`config.mk`:
```
export PLATFORM = sky130hd
export DESIGN_NAME = div_iter_flat
export DESIGN_NICKNAME = d
export VERILOG_FILES = /design/src/rtl/div_iter_if.sv /design/src/rtl/div_iter.sv /design/src/flat_wrapper.sv
export SDC_FILE = /design/constraint.sdc
export NUM_CORES = 1
export LEC_CHECK = 0
export CORE_ASPECT_RATIO = 0.5
export CORE_MARGIN = 5
export CORE_UTILIZATION = 35
export CTS_CLUSTER_SIZE = 16
export DETAILED_ROUTE_END_ITERATION = 6
export DONT_BUFFER_PORTS = 1
export SKIP_LAST_GASP = 1
export SYNTH_ARGS = -nofsm -noshare
export SYNTH_HDL_FRONTEND = slang
export SYNTH_SLANG_ARGS = --single-unit
```
`constraint.sdc`:
```
create_clock -name clk -period 4.2 [get_ports clk]
set_input_delay 0.63 -clock clk [delete_from_list [all_inputs] [get_ports clk]]
set_output_delay 0.63 -clock clk [all_outputs]
set_load 0.005 [all_outputs]
```
`src/rtl/div_iter_if.sv`:
```
`default_nettype none
// ============================================================================
//  Module      : div_iter_if
//  Description : Request/response bundle for the div_iter multicycle divider.
//                master : pipeline side (drives the request, reads the result)
//                slave  : divider side
//                divsigned/start/abandon/opr1/opr2 : request
//                busy/ready/dbz/res                : status and result
//  Revision    : 1.0  initial release
// ============================================================================
interface div_iter_if #(
  parameter int WIDTH = 32
);
  logic                 divsigned;
  logic                 start;
  logic                 abandon;
  logic [WIDTH-1:0]     opr1;
  logic [WIDTH-1:0]     opr2;
  logic                 busy;
  logic                 ready;
  logic                 dbz;
  logic [2*WIDTH-1:0]   res;

  modport master (
    output divsigned, start, abandon, opr1, opr2,
    input  busy, ready, dbz, res
  );

  modport slave (
    input  divsigned, start, abandon, opr1, opr2,
    output busy, ready, dbz, res
  );
endinterface
`default_nettype wire

```
`src/rtl/div_iter.sv`:
```
`default_nettype none
// ============================================================================
//  Module      : div_iter
//  Description : Iterative restoring divider, one quotient bit per cycle,
//                signed or unsigned WIDTH-bit operands.
//                clk  : clock, rising edge
//                rst  : synchronous active-high reset
//                bus  : div_iter_if.slave
//                       in  divsigned, start, abandon, opr1, opr2
//                       out busy, ready, dbz,
//                           res = {remainder, quotient}
//                Optional macro DIV_EARLY_OUT_EN: skip the leading-zero
//                iterations of the dividend magnitude.
//  Revision    : 1.0  initial release
// ============================================================================
module div_iter #(
  parameter int WIDTH = 32
) (
  input  logic      clk,
  input  logic      rst,
  div_iter_if.slave bus
);

  localparam int CW = $clog2(WIDTH + 1);

  localparam logic [2:0] c_idle = 3'd0;
  localparam logic [2:0] c_byz  = 3'd1;
  localparam logic [2:0] c_run  = 3'd2;
  localparam logic [2:0] c_fix  = 3'd3;
  localparam logic [2:0] c_done = 3'd4;

  localparam logic [CW-1:0] c_last = CW'(WIDTH - 1);

  logic [2:0]         state_q, state_d;
  logic               neg1_q, neg1_d;   // dividend was negative (signed op)
  logic               neg2_q, neg2_d;   // divisor was negative (signed op)
  logic               byz_q, byz_d;     // result came from divide-by-zero
  logic [WIDTH-1:0]   dvd_q, dvd_d;     // dividend shifts out, quotient shifts in
  logic [WIDTH-1:0]   dvs_q, dvs_d;     // divisor magnitude
  logic [WIDTH-1:0]   rem_q, rem_d;     // partial remainder
  logic [CW-1:0]      cnt_q, cnt_d;
  logic               ready_q, ready_d;
  logic               dbz_q, dbz_d;
  logic [2*WIDTH-1:0] res_q, res_d;

  logic [WIDTH-1:0]   mag1;
  logic [WIDTH-1:0]   mag2;
  logic [WIDTH:0]     shifted;
  logic [WIDTH:0]     diff;
`ifdef DIV_EARLY_OUT_EN
  logic [CW-1:0]      lz;
`endif

  always_comb begin
    state_d = state_q;
    neg1_d  = neg1_q;
    neg2_d  = neg2_q;
    byz_d   = byz_q;
    dvd_d   = dvd_q;
    dvs_d   = dvs_q;
    rem_d   = rem_q;
    cnt_d   = cnt_q;
    ready_d = 1'b0;
    dbz_d   = 1'b0;
    res_d   = '0;

    // Two's-complement negation of the most negative value yields itself,
    // which read as unsigned is exactly the required magnitude 2^(WIDTH-1).
    mag1 = (bus.divsigned && bus.opr1[WIDTH-1]) ? -bus.opr1 : bus.opr1;
    mag2 = (bus.divsigned && bus.opr2[WIDTH-1]) ? -bus.opr2 : bus.opr2;

    // One restoring step at WIDTH+1 bits; diff[WIDTH] is the sign.
    shifted = {rem_q, dvd_q[WIDTH-1]};
    diff    = shifted - {1'b0, dvs_q};

`ifdef DIV_EARLY_OUT_EN
    // Ascending scan: the highest set bit writes last.
    lz = CW'(WIDTH);
    for (int i = 0; i < WIDTH; i++) begin
      if (mag1[i]) lz = CW'(WIDTH - 1 - i);
    end
`endif

    case (state_q)
      c_idle: begin
        if (bus.start && !bus.abandon) begin
          neg1_d = bus.divsigned & bus.opr1[WIDTH-1];
          neg2_d = bus.divsigned & bus.opr2[WIDTH-1];
          dvs_d  = mag2;
          rem_d  = '0;
          byz_d  = 1'b0;
          if (bus.opr2 == '0) begin
            state_d = c_byz;
          end else begin
`ifdef DIV_EARLY_OUT_EN
            // Leading zeros would only shift zero quotient bits in, so
            // start the iteration as if they had already been consumed.
            dvd_d   = mag1 << lz;
            cnt_d   = lz;
            state_d = (lz == CW'(WIDTH)) ? c_fix : c_run;
`else
            dvd_d   = mag1;
            cnt_d   = '0;
            state_d = c_run;
`endif
          end
        end
      end

      c_byz: begin
        dvd_d   = '0;
        rem_d   = '0;
        byz_d   = 1'b1;
        state_d = c_done;
      end

      c_run: begin
        rem_d = diff[WIDTH] ? shifted[WIDTH-1:0] : diff[WIDTH-1:0];
        dvd_d = {dvd_q[WIDTH-2:0], ~diff[WIDTH]};
        cnt_d = cnt_q + CW'(1);
        if (cnt_q == c_last) state_d = c_fix;
      end

      c_fix: begin
        if (neg1_q ^ neg2_q) dvd_d = -dvd_q;
        if (neg1_q)          rem_d = -rem_q;
        state_d = c_done;
      end

      c_done: begin
        if (bus.start) begin
          ready_d = 1'b1;
          dbz_d   = byz_q;
          res_d   = {rem_q, dvd_q};
        end else begin
          state_d = c_idle;
        end
      end

      default: state_d = c_idle;
    endcase

    if (bus.abandon && (state_q != c_idle)) begin
      state_d = c_idle;
      ready_d = 1'b0;
      dbz_d   = 1'b0;
      res_d   = '0;
    end
  end

  always_ff @(posedge clk) begin
    if (rst) begin
      state_q <= c_idle;
      neg1_q  <= 1'b0;
      neg2_q  <= 1'b0;
      byz_q   <= 1'b0;
      dvd_q   <= '0;
      dvs_q   <= '0;
      rem_q   <= '0;
      cnt_q   <= '0;
      ready_q <= 1'b0;
      dbz_q   <= 1'b0;
      res_q   <= '0;
    end else begin
      state_q <= state_d;
      neg1_q  <= neg1_d;
      neg2_q  <= neg2_d;
      byz_q   <= byz_d;
      dvd_q   <= dvd_d;
      dvs_q   <= dvs_d;
      rem_q   <= rem_d;
      cnt_q   <= cnt_d;
      ready_q <= ready_d;
      dbz_q   <= dbz_d;
      res_q   <= res_d;
    end
  end

  assign bus.busy  = (state_q != c_idle);
  assign bus.ready = ready_q;
  assign bus.dbz   = dbz_q;
  assign bus.res   = res_q;

endmodule
`default_nettype wire

```
`src/flat_wrapper.sv`:
```
// flat-port wrapper written by rule: the top's interface ports become plain ports
module div_iter_flat 
#(
  parameter int WIDTH = 32
)
  (clk, rst, bus_divsigned, bus_start, bus_abandon, bus_opr1, bus_opr2, bus_busy, bus_ready, bus_dbz, bus_res);
  div_iter_if #(.WIDTH(WIDTH)) bus_i ();
  input  logic clk;
  input  logic rst;
  input wire logic [$bits(bus_i.divsigned)-1:0] bus_divsigned;
  input wire logic [$bits(bus_i.start)-1:0] bus_start;
  input wire logic [$bits(bus_i.abandon)-1:0] bus_abandon;
  input wire logic [$bits(bus_i.opr1)-1:0] bus_opr1;
  input wire logic [$bits(bus_i.opr2)-1:0] bus_opr2;
  output wire logic [$bits(bus_i.busy)-1:0] bus_busy;
  output wire logic [$bits(bus_i.ready)-1:0] bus_ready;
  output wire logic [$bits(bus_i.dbz)-1:0] bus_dbz;
  output wire logic [$bits(bus_i.res)-1:0] bus_res;
  assign bus_i.divsigned = bus_divsigned;
  assign bus_i.start = bus_start;
  assign bus_i.abandon = bus_abandon;
  assign bus_i.opr1 = bus_opr1;
  assign bus_i.opr2 = bus_opr2;
  assign bus_busy = bus_i.busy;
  assign bus_ready = bus_i.ready;
  assign bus_dbz = bus_i.dbz;
  assign bus_res = bus_i.res;
  div_iter #(.WIDTH(WIDTH)) u_core (.clk(clk), .rst(rst), .bus(bus_i));
endmodule
```
==> flow_metrics.env <==
export IMPL_synth_nets=1520
export IMPL_cts_buffer_depth=2
export IMPL_cts_tree="yes"
export IMPL_synthArstFlopShare_pct=0
export IMPL_p_per_area_mw_per_mm2=402.3
export IMPL_die_area_mm2=0.03545
export IMPL_clk_pin_slew_ns=0.07
export IMPL_placement_cell_area_mm2=0.01147
export IMPL_num_rows=46
export IMPL_p_total_uw=4878
export IMPL_synthToLayoutAreaGrowth_pct=9.702
export IMPL_fp_dieW_um=261.3
export IMPL_whs_ns=0.2537
export IMPL_ios=136
export IMPL_rsz0062_at_grt="no"
export IMPL_synth_seq_cells=174
export IMPL_wl_per_cell_um=18.20
export IMPL_synthTopCellsByArea="dfxtp_1 32%, nor2_1 4.9%, xor2_1 4.8%"
export IMPL_numCtsBuffers=17
export IMPL_hp_start="bus_abandon"
export IMPL_min_to="u_core.state_q[2]"
export IMPL_synth_edf_count=0
export IMPL_antenna_found_initial=0
export IMPL_reg2reg_depth=14
export IMPL_start_util_pct=35.17
export IMPL_seq_area_frac_synth_pct=31.52
export IMPL_drtPass1Iterations=5
export IMPL_hold_viol=0
export IMPL_grt_pass1_wl_mm=51.94
export IMPL_port_buffers=0
export IMPL_drtAntennaViolNets=0
export IMPL_syn_inst=1413
export IMPL_fp_dieH_um=135.7
export IMPL_cts_resized_gates=0
export IMPL_final_area_mm2=0.01212
export IMPL_drtIter0Drc=675
export IMPL_cts_sinks=174
export IMPL_start_kind="register"
export IMPL_mostFrequentLayoutCells="174 x dfxtp_1, 143 x nor2_1, 103 x a21oi_1"
export IMPL_worstSetupPathType="reg -> reg"
export IMPL_max_slew_margin_rel_pct=26.67
export IMPL_worstMarginPinSlew_ns=1.097
export IMPL_synth_top_area_share_pct=31.52
export IMPL_hpwlAfterDp_mm=23.64
export IMPL_grt_max_degree=110
export IMPL_crit_arrival_ns=3.83
export IMPL_leakage_uw=0.004509
export IMPL_fin_setup_tns_ns=0
export IMPL_min_delay_path_depth=1
export IMPL_route_detailed_drc=0
export IMPL_ys_types=73
export IMPL_max_freq_mhz=286.8
export IMPL_ctsHoldBuffers=0
export IMPL_gp_congestion=0.8958
export IMPL_vias_per_cell=5.566
export IMPL_synth_ff_type="dfxtp_1"
export IMPL_r2r_end="u_core.rem_q[30]"
export IMPL_irDropWorstVdd_v=0.0003207
export IMPL_outcome="complete, no violations"
export IMPL_grt_pass1_vias=9371
export IMPL_route_vias_total=10100
export IMPL_finalSetupViolations=0
export IMPL_fp_coreArea_mm2=0.03143
export IMPL_maxCapViolations=0
export IMPL_cp_max_fo=13
export IMPL_grt_overflow_total=0
export IMPL_fin_crit_ns=3.487
export IMPL_clock_insertion_delay_worst_skew_ns=0.45
export IMPL_fin_worst_skew_ns=0.008981
export IMPL_cts_max_level=4
export IMPL_crit_required_ns=4.55
export IMPL_cts_root_buf="clkbuf_16"
export IMPL_nets=1477
export IMPL_yosysTopAreaCell="dfxtp_1"
export IMPL_rrSetupSlack_ns=0.71
export IMPL_hold_class="in -> reg"
export IMPL_syn_avg_cell_area_um2=7.822
export IMPL_totalWireLength_mm=33.03
export IMPL_finalCritPeriodShare_pct=83.02
export IMPL_cts_setup_buffers=0
export IMPL_syn_area_mm2=0.01105
export IMPL_ys_warn_count=0
export IMPL_worst_setup_path_end_kind="register"
export IMPL_slew_viol_final=0
export IMPL_drive_above_1_share_pct=6.218
export IMPL_diodes=0
export IMPL_r2r_start="u_core.dvd_q[31]"
export IMPL_grt_usage_pct=18.30
export IMPL_final_common_cell="dfxtp_1"
-- layout make-up --
| class | instances | area (um^2) |
|---|---|---|
| fill | 3276 | 19300 |
| multi-input combinational | 1094 | 7029 |
| sequential | 174 | 3483 |
| tap | 432 | 540.5 |
| clock buffer | 19 | 452.9 |
| inverter | 58 | 217.7 |
| clock inverter | 13 | 200.2 |
| timing repair buffer | 25 | 200.2 |
-- critical path: stages, from the launching register on --
cell      delay [ns]
dfxtp_1         0.40
inv_1           0.11
ha_1            0.22
fa_1            0.41
nand2b_1        0.19
a21oi_1         0.26
nor4_1          0.12
o21ai_1         0.30
a41oi_2         0.20
mux2i_1         0.24
buf_4           0.17
and2_1          0.18
buf_4           0.23
o32ai_1         0.12
a31o_2          0.23
-- registers in the layout, summed over array words and instances (netlist names) --
register / flops
u_core.cnt_q: 6
u_core.bus.dbz: 1
u_core.dvd_q: 32
u_core.bus.res: 64
u_core.state_q: 3
u_core.neg2_q: 1
u_core.bus.ready: 1
u_core.neg1_q: 1
u_core.dvs_q: 32
u_core.byz_q: 1
u_core.rem_q: 32
-- how the worst max path moves through the flow --
stage	startpoint	to	slack, ns	cells past startpoint
2_1_floorplan	u_core.dvd_q[31]	u_core.rem_q[7]	1.0	14
3_3_place_gp	bus_opr2[12]	u_core.dvd_q[31]	0.75	9
3_5_place_dp	bus_opr2[12]	u_core.dvd_q[31]	0.77	9
4_1_cts	u_core.dvd_q[31]	u_core.rem_q[30]	0.75	14
5_1_grt	u_core.dvd_q[31]	u_core.rem_q[28]	0.48	14
6_report	u_core.dvd_q[31]	u_core.rem_q[30]	0.71	14
-- synth_stat cells (3+ instances only) --
library cell	number
inv_1	58
a21o_1	13
nand4_1	7
ha_1	37
dfxtp_1	174
nor4_1	11
and2_1	73
nand2b_1	18
o31ai_1	22
o21bai_1	3
o311ai_0	5
a311oi_1	3
a22oi_1	8
o41ai_1	16
o31a_1	4
a21oi_1	103
nand3_1	22
xnor2_1	45
o21a_1	8
nor3_1	40
o21ai_0	88
o211ai_1	5
o221ai_1	3
o22ai_1	30
nand4b_1	5
mux2i_1	24
or4_4	4
and3_1	8
nand2_1	95
a211oi_1	60
or4_1	12
nor2b_1	8
a31oi_1	11
buf_2	9
a222oi_1	11
nand3b_1	6
nor2_1	144
or3_1	25
nor3b_1	8
clkbuf_1	74
xor2_1	60
or2_2	5
a221oi_1	5
-- cells by family after synthesis --
kind of cell,after synthesis,share of synthesized area (%)
buf+inv,145,5.095
fa+ha+maj,38,4.370
xor+xnor,105,8.321
simple gates,503,23.39
flops,174,31.52
compound gates,422,24.93
mux,26,2.377
-- layer usage --
| metal | wire length [um] | GRT usage, % | vias to the layer above |
|---|---|---|---|
| met5 | 0 | 0 | - |
| met4 | 731 | 5.335 | 0 |
| met3 | 1595 | 3.967 | 44 |
| met2 | 15870 | 31.25 | 235 |
| met1 | 14840 | 23.41 | 4799 |
| li1 | - | - | 5025 |
-- where the power goes --
| group | switching (uW) | total, uW | internal (uW) |
|---|---|---|---|
| logic | 742 | 1280 | 539 |
| registers | 100 | 1820 | 1720 |
| clock network | 737 | 1780 | 1040 |
| total | 1580 | 4880 | 3300 |
-- stage by stage --
stage	utilization (%)	std cells	setup slack [ns]
floorplan	-	1413	0.9990
global placement	36.50	1783	0.7471
detailed placement	36.50	1783	0.7731
CTS	38.58	1815	0.7522
global route	38.58	1815	0.4781
finish	38.58	1815	0.7132
Note: power is estimated with default switching activity, not from simulation.
